--- config.mk ---
export PLATFORM = sky130hd
export DESIGN_NAME = regfile_multiport
export DESIGN_NICKNAME = d
export VERILOG_FILES = /design/src/rtl/regfile_multiport_pkg.sv /design/src/rtl/regfile_multiport_read_port.sv /design/src/rtl/regfile_multiport.sv
export SDC_FILE = /design/constraint.sdc
export NUM_CORES = 1
export LEC_CHECK = 0
export BUFFER_PORTS_ARGS = -buffer_cell sky130_fd_sc_hd__buf_2
export CORE_MARGIN = 2
export CORE_UTILIZATION = 52
export CTS_CLUSTER_SIZE = 28
export DETAILED_ROUTE_END_ITERATION = 16
export GPL_ROUTABILITY_DRIVEN = 1
export HOLD_SLACK_MARGIN = 0.12
export PLACE_DENSITY = 0.78
export SLEW_MARGIN = 10
export SYNTH_ARGS = -nofsm -noshare
export SYNTH_HDL_FRONTEND = slang
export SYNTH_SLANG_ARGS = --single-unit
--- constraint.sdc ---
create_clock -name clk -period 2.5 [get_ports clk]
set_input_delay 0.125 -clock clk [delete_from_list [all_inputs] [get_ports clk]]
set_output_delay 0.125 -clock clk [all_outputs]
set_load 0.01 [all_outputs]
--- src/rtl/regfile_multiport_pkg.sv ---
// regfile_pkg: shared clear-FSM state type and default geometry for the register file
package regfile_pkg;
  typedef enum logic {RF_IDLE, RF_CLEAR} rf_state_t;
  localparam int RF_WIDTH = 4;
  localparam int RF_DEPTH = 8;
endpackage

--- src/rtl/regfile_multiport_read_port.sv ---
// rf_read_port: one combinational read port with hardwired-zero and write-bypass selection
module rf_read_port #(
  parameter int WIDTH = 4,
  parameter int AW = 3,
  parameter int BYPASS = 1,
  parameter int ZERO_REG = 0
) (
  input  logic             idle,
  input  logic [AW-1:0]    raddr,
  input  logic [WIDTH-1:0] word,
  input  logic             we0,
  input  logic [AW-1:0]    waddr0,
  input  logic [WIDTH-1:0] wdata0,
  input  logic             we1,
  input  logic [AW-1:0]    waddr1,
  input  logic [WIDTH-1:0] wdata1,
  output logic [WIDTH-1:0] rdata
);
  logic hit0, hit1;
  always_comb begin
    hit1 = BYPASS != 0 && idle && we1 && waddr1 == raddr;
    hit0 = BYPASS != 0 && idle && we0 && waddr0 == raddr;
    rdata = (ZERO_REG != 0 && raddr == '0) ? '0 : hit1 ? wdata1 : hit0 ? wdata0 : word;
  end
endmodule

--- src/rtl/regfile_multiport.sv ---
// regfile_multiport: DEPTH x WIDTH register file, 2 write ports, NUM_RD read ports, clear sweep
module regfile_multiport
  import regfile_pkg::*;
#(
  parameter int WIDTH = RF_WIDTH,
  parameter int DEPTH = RF_DEPTH,
  parameter int NUM_RD = 2,
  parameter int BYPASS = 1,
  parameter int ZERO_REG = 0
) (
  input  logic                         clk,
  input  logic                         rst_n,
  input  logic                         we0,
  input  logic [$clog2(DEPTH)-1:0]     waddr0,
  input  logic [WIDTH-1:0]             wdata0,
  input  logic                         we1,
  input  logic [$clog2(DEPTH)-1:0]     waddr1,
  input  logic [WIDTH-1:0]             wdata1,
  input  logic [NUM_RD*$clog2(DEPTH)-1:0] raddr,
  output logic [NUM_RD*WIDTH-1:0]      rdata,
  input  logic                         clear_req,
  output logic                         busy
);
  localparam int AW = $clog2(DEPTH);
  localparam logic [AW-1:0] LAST = AW'(DEPTH - 1);
  logic [WIDTH-1:0] mem [DEPTH];
  rf_state_t state, state_nx;
  logic [AW-1:0] idx;
  logic idle, wr0, wr1;
  always_comb begin
    idle = state == RF_IDLE;
    busy = state == RF_CLEAR;
    wr0 = idle && we0 && !(ZERO_REG != 0 && waddr0 == '0);
    wr1 = idle && we1 && !(ZERO_REG != 0 && waddr1 == '0);
    state_nx = idle ? (clear_req ? RF_CLEAR : RF_IDLE) : (idx == LAST ? RF_IDLE : RF_CLEAR);
  end
  always_ff @(posedge clk or negedge rst_n) begin
    if (!rst_n) begin
      state <= RF_IDLE;
      idx <= '0;
    end else begin
      state <= state_nx;
      idx <= (busy && idx != LAST) ? idx + 1'b1 : '0;
    end
  end
  always_ff @(posedge clk or negedge rst_n) begin
    if (!rst_n) begin
      for (int i = 0; i < DEPTH; i++) mem[i] <= '0;
    end else if (busy) begin
      mem[idx] <= '0;
    end else begin
      if (wr0) mem[waddr0] <= wdata0;
      if (wr1) mem[waddr1] <= wdata1;
    end
  end
  for (genvar i = 0; i < NUM_RD; i++) begin : g_rd
    rf_read_port #(.WIDTH(WIDTH), .AW(AW), .BYPASS(BYPASS), .ZERO_REG(ZERO_REG)) u_rd (
      .idle(idle),
      .raddr(raddr[i*AW +: AW]),
      .word(mem[raddr[i*AW +: AW]]),
      .we0(we0),
      .waddr0(waddr0),
      .wdata0(wdata0),
      .we1(we1),
      .waddr1(waddr1),
      .wdata1(wdata1),
      .rdata(rdata[i*WIDTH +: WIDTH])
    );
  end
endmodule

==> impl_metrics.ini, run 1 <==
[floorplanning]
die_height_um = 82.3
core_area_um2 = 5920
floorplan.io_pins = 34
initial_utilization_pct = 53.9
design.die.area_um2 = 6780
die_w_um = 82.3
core.rowCount = 28

[place]
buffer_ports.inserted = 33
finalWeightedCongestion = 0.907
place_ws_ps = 651
dp.final_hpwl_um = 6980
dpl_cell_area_um2 = 3300

[layout]
fillers = 534
stdcell_area_um2 = 3410
final_net_count = 400
fin_util_pct = 57.5
n_antenna_cell = 0
multi_input_comb_area_um2 = 2020
area.sequential_um2 = 901
flow.area_growth_from_synthesis_pct = 6.75
layout-drive-gt1-share_pct = 16.8

[synth]
synth-edff-count = 0
synthMostInstantiatedCell = dfrtp_1
ys_seq_elements = 36
synthCells = 360
yosys-top-cells-area = dfrtp_1 28%, mux4_1 8.2%, o32ai_1 6.0%
synth-seq-area-share_pct = 28.2
yosys-top-cells-count = 36 x dfrtp_1, 34 x nor2_1, 32 x a21oi_1
post_synthesis_async_set_or_reset_flop_share_pct = 100
yosysWarnings = 0
netlist_area_um2 = 3190
synthesis.area_per_instance_um2 = 8.86
yosysTopAreaCellShare_pct = 28.2
synth.net_count = 387
ys_types = 36
yosys_most_used_dff = dfrtp_1
synth_area_leader_cell = dfrtp_1

[sta]
timing_hold_violations_final = 0
slew_violations = 0
worst_slew_margin_rel_pct = 44.0
post-route-worst-setup-slack_ps = 394
fmax_ghz = 0.475
timing.final.setup_violations = 0
worst_hold_slack_ps = 266
min_period_ps = 2110
worst_pin_slew_ps = 839
rsz0062_at_grt = false
finalClockSkew_ps = 11.2
tns_ps = 0
final.period_utilization_pct = 84.2

[setup_path]
cp_slowest_cell = mux4_1
startpoint_type = register
critical_register_to_register_path_startpoint = busy
max_stage_delay_ps = 590
crit_path_max_fanout = 4
worstPathCellList = mux4_1 > mux2_2 > mux2i_1 > o21ai_0 > buf_2
worstSetupStartpoint = mem[13]
critPathArrivalTime_ps = 1980
cp-end-kind = output port
crit_buf_inv = 1
worstSetupPathType = register to output port
crit_family = multiplexers
worst_ep_required_time_ps = 2380

[clocking]
clock_path_buffers = 2
cts_tree = yes
cts_setup_buffers = 0
cts_inserted_buffers = 5
path_clk_slew_ps = 80
cts_max_level = 2
post_cts_resized = 0
clk_latency_ps = 300
clock_sink_count = 36
root_buf_cell = clkbuf_8

[drt]
detailedRoute.firstIterationViolations = 670
final_wirelength_um = 9960
via_count = 3230
avgViaCountPerCell = 7.19
detailedRoute.firstPassIterationCount = 8
antenna_violating_nets_post_route = 0
routed_wire_length_per_instance_um = 22.2
detail_route.drc_violations = 0

[pwr]
netSwitchingFraction_pct = 43.1
power_frac_seq_pct = 38.7
power_report.internal_total_mw = 1.48
total_leakage_power_nw = 1.40
power_switching_mw = 1.12
power.ir.vdd_worst_uv = 419
power_frac_comb_pct = 44.5
clock_power_share_pct = 16.8
power_per_cell_area_nw_per_um2 = 762

[grt]
grt_use_total_pct = 31.5
overflow = 0
grt_first_pass_wirelength_um = 15900
first_global_vias = 2975
grt_antenna_before_repair = 0
largest_net_degree_at_the_start_of_global_routing = 50

[run]
max-cap-violations = 0

[min_path]
worst_hold_startpoint = wdata1[2]
hold_class = input port to register

[status]
result_of_the_run = finished, final reports clean
==> state kept, by name (all words and copies together) (netlist names) <==
register and flops:
idx 3, busy 1, mem 32
==> through the flow <==
stage | instances | total power, mW
3_3_place_gp | 439 | 2.07
5_1_grt | 449 | 2.77
2_1_floorplan | 360 | 1.77
4_1_cts | 449 | 2.56
3_5_place_dp | 439 | 2.12
6_report | 449 | 2.60
==> power by group through the flow <==
stage          sequential, mW  combinational [mW]  clock [mW]
6_report                 1.01                1.15       0.436
5_1_grt                  1.02                1.28       0.466
4_1_cts                 0.987                1.13       0.444
3_5_place_dp            0.998                1.13           0
3_3_place_gp            0.978                1.09           0
2_1_floorplan           0.890               0.877           0
==> routing by layer <==
metal	wire [um]	up-vias	track usage [%]
met5	0	-	0
met3	1440	56	8.48
met4	492	0	15.2
li1	-	1390	-
met2	4140	268	45.7
met1	3890	1516	43.3
==> cell usage in the layout (no fill, tap or decap), drive strengths merged <==
cell type and instances:
dfrtp 36, nor2 35, buf 35, a21oi 32, inv 28, o22ai 28
o32ai 22, nand2 21, nand3 18, mux4 16, o21ai 13, o31ai 10
nand3b 10, mux2 8, mux2i 8, a311oi 8, clkbuf 8, xor2 6
xnor2 6, nand2b 5, nor2b 5, nor4 2, nand4 2, nor3 2
and3b 2, ha 2, dlygate4sd3 2, nor3b 2, or3b 2
==> cells by family (layout without fill, tap and decap cells) <==
group	count (synthesis)	count (layout)	synth area share, %
buffers and inverters	59	73	8.59
AO/OA/AOI/OAI	113	113	23.3
AND/OR/NAND/NOR	106	106	18.0
XOR/XNOR	12	12	3.29
flip-flops	36	36	28.2
multiplexers	32	32	17.8
adder cells (fa/ha/maj)	2	2	0.784
==> worst register-to-register path, cell delays in order, from the launching register on <==
cell	delay, ps
dfrtp_1	480
nand3b_1	540
nor3_2	420
a311oi_1	90
o32ai_1	310
==> layout make-up <==
class	instances	share of cell area [%]
Sequential cell	36	26.5
Timing Repair Buffer	37	5.88
Tap cell	75	2.76
Inverter	28	3.09
Multi-Input combinational cell	265	59.2
Clock buffer	8	2.65
==> worst paths after layout <==
path	endpoint	slack, ps	cells past startpoint
max	rdata[5]	390	5
min	mem[2]	270	3
max reg2reg	mem[24]	560	4
min reg2reg	mem[30]	580	2
max in group asynchronous	mem[15]	1490	2
min in group asynchronous	mem[4]	470	2
==> what timing repair did <==
action | in CTS | in global routing
hold endpoints to repair | 37 | 0
hold buffers | 2 | 0
setup endpoints to repair | 0 | 0
No activity file was read; power rests on OpenSTA's default activity.
==> inputs of run 2 (changes only) <==
- ABC_AREA: not set -> 1
- PLACE_DENSITY: 0.78 -> 0.81
- clock period: 2.5 -> 1.8 ns (I/O delays scaled with it)
==> impl_metrics.ini, run 2 <==
[status]
result_of_the_run = finished, final reports clean

[sta]
tns_ps = 0
slew_violations = 0
min_period_ps = 1740
final.period_utilization_pct = 96.7
timing.final.setup_violations = 0
finalClockSkew_ps = 9.53
fmax_ghz = 0.575
rsz0062_at_grt = true
worst_pin_slew_ps = 531
worst_slew_margin_rel_pct = 64.6
timing_hold_violations_final = 0

[grt]
grt_antenna_before_repair = 0
grt_use_total_pct = 35.4
first_global_vias = 3413
largest_net_degree_at_the_start_of_global_routing = 37
global_route.usage.met2_pct = 59.2
grt_util_met3_pct = 5.52
layer_with_the_highest_usage_after_global_routing = met2
overflow = 0
grt_first_pass_wirelength_um = 17800
groute.layer.met1.usage_pct = 47.4

[layout]
layout.cells.most_common = nand2_1
fin_util_pct = 61.6
area.sequential_um2 = 901
most_flops_register = mem
n_antenna_cell = 0
layout-drive-gt1-share_pct = 13.4
final_net_count = 621
most-common-layout-cells = 185 x nand2_1, 67 x inv_1, 66 x nand3_1, 46 x o21ai_0, 36 x dfrtp_1
max_ffs_per_register = 32
fillers = 599
flow.area_growth_from_synthesis_pct = 13.6
multi_input_comb_area_um2 = 1990
stdcell_area_um2 = 3670

[setup_path]
rr_worst_depth = 8
critPathArrivalTime_ps = 1650
startpoint_type = register
cp-end-kind = output port
critical_register_to_register_path_startpoint = busy
worst_ep_required_time_ps = 1710
reg2reg_to = mem[6]
reg2reg_setup_slack_ps = 220
worstSetupPathType = register to output port
crit_path_max_fanout = 5

[synth]
ys_seq_elements = 36
yosys-top-cells-count = 187 x nand2_1, 68 x inv_1, 67 x nand3_1
yosys_most_used_dff = dfrtp_1
synthesis.area_per_instance_um2 = 5.80
synth.net_count = 584
yosysWarnings = 0
yosys-top-cells-area = dfrtp_1 28%, nand2_1 22%, nand3_1 10%
ys_types = 29
synthMostInstantiatedCell = nand2_1
synth-edff-count = 0
synth_area_leader_cell = dfrtp_1
synth-seq-area-share_pct = 27.9
post_synthesis_async_set_or_reset_flop_share_pct = 100
synthCells = 557
netlist_area_um2 = 3230
yosysTopAreaCellShare_pct = 27.9

[clocking]
clock_sink_count = 36
cts_max_level = 2
path_clk_slew_ps = 80
cts_inserted_buffers = 5
root_buf_cell = clkbuf_8
clock_path_buffers = 2
cts_tree = yes
clk_latency_ps = 300

[pwr]
power_frac_comb_pct = 46.4
netSwitchingFraction_pct = 46.6
power_mw = 3.94
power_switching_mw = 1.84
power.ir.vdd_worst_uv = 596
power_per_cell_area_nw_per_um2 = 1070
total_leakage_power_nw = 1.90
power_frac_seq_pct = 35.0
clock_power_share_pct = 18.6
power_report.internal_total_mw = 2.10

[min_path]
holdPathEnd = mem[8]
worstHoldPathCells = 5
worst_hold_startpoint = wdata0[0]
hold_class = input port to register

[drt]
via_count = 3971
detail_route.drc_violations = 0
routed_wire_length_per_instance_um = 17.5
antenna_violating_nets_post_route = 0
detailedRoute.firstPassIterationCount = 8
avgViaCountPerCell = 5.93
final_wirelength_um = 11800
detailedRoute.firstIterationViolations = 614

[place]
dp.final_hpwl_um = 8730
finalWeightedCongestion = 1.02
buffer_ports.inserted = 33
dpl_cell_area_um2 = 3470

[run]
max-cap-violations = 0

[floorplanning]
die_w_um = 82.8
core.rowCount = 28
initial_utilization_pct = 54.2
floorplan.io_pins = 34
core_area_um2 = 5960
design.die.area_um2 = 6850
die_height_um = 82.8
run 2: cell types whose count changed in the layout (fill, tap and decap cells not counted), moves of 13 or more:
cell | previous run | this run
o32ai_1 | 22 | 0
o21ai_1 | 6 | 25
o22ai_1 | 27 | 1
o21ai_0 | 7 | 46
nand3_1 | 18 | 66
o211ai_1 | 0 | 13
a21oi_1 | 32 | 17
nand2_1 | 21 | 185
inv_1 | 28 | 67
run 2: cell type report:
| type | instances | area share (%) |
|---|---|---|
| tap | 75 | 2.56 |
| clock inverter | 2 | 0.956 |
| inverter | 78 | 7.99 |
| clock buffer | 6 | 1.98 |
| timing repair buffer | 48 | 7.78 |
| multi-input combinational | 425 | 54.2 |
| sequential | 36 | 24.6 |
run 2: kinds of logic after synthesis:
logic type                 count (synthesis)  share of synthesized area, %
xor gates and xnor gates                   3                         0.814
DFF                                       36                          27.9
buffers and inverters                     96                          11.8
AOI/OAI and AO/OA                        107                          17.9
adders and majority gates                  2                         0.775
and+or+nand+nor                          313                          40.8
run 2: layer usage:
metal / vias to the layer above / routed length, um
li1: 1865 / -
met1: 1790 / 4610
met2: 267 / 5400
met3: 49 / 1360
met4: 0 / 391
met5: - / 0
run 2: what timing repair did:
| action | 4_1_cts | 5_1_grt |
|---|---|---|
| setup buffers | 0 | 2 |
| endpoints found under the hold margin | 38 | 0 |
| resized for setup | 3 | 10 |
| pin swaps | 0 | 5 |
| hold buffers | 3 | 0 |
| endpoints found under the setup margin | 3 | 8 |
run 2: through the flow:
stage / worst slack [ps] / hold slack [ps] / instances
floorplan: 362 / -206 / 557
global placement: 283 / 160 / 657
detailed placement: 253 / 166 / 657
CTS: 0.405 / 215 / 668
global route: -22.6 / 258 / 670
finish: 59.8 / 219 / 670
run 2: how the worst max path moves through the flow:
stage,start,endpoint,slack [ps],depth (start not counted)
after detailed placement,busy,rdata[0],250,8
after CTS,busy,rdata[1],0.4,8
after global routing,busy,rdata[4],-20,9
after global placement,busy,rdata[0],280,8
final,busy,rdata[4],60,9
after floorplan,busy,rdata[0],360,8
run 2: worst max-delay path, cell delays in order (launching register included):
cell and delay, ps:
dfrtp_1 440, nor2_2 130, buf_4 130, o21ai_1 60
a21oi_1 170, nand2_2 110, inv_2 90, nand2_1 50
nand2_1 60, buf_2 120
run 2: power by group through the flow:
| stage | Clock [mW] | Sequential [mW] | Combinational [mW] |
|---|---|---|---|
| floorplan | 0 | 1.24 | 1.27 |
| global placement | 0 | 1.36 | 1.70 |
| detailed placement | 0 | 1.36 | 1.75 |
| CTS | 0.732 | 1.35 | 1.77 |
| global route | 0.756 | 1.39 | 2.07 |
| finish | 0.733 | 1.38 | 1.83 |
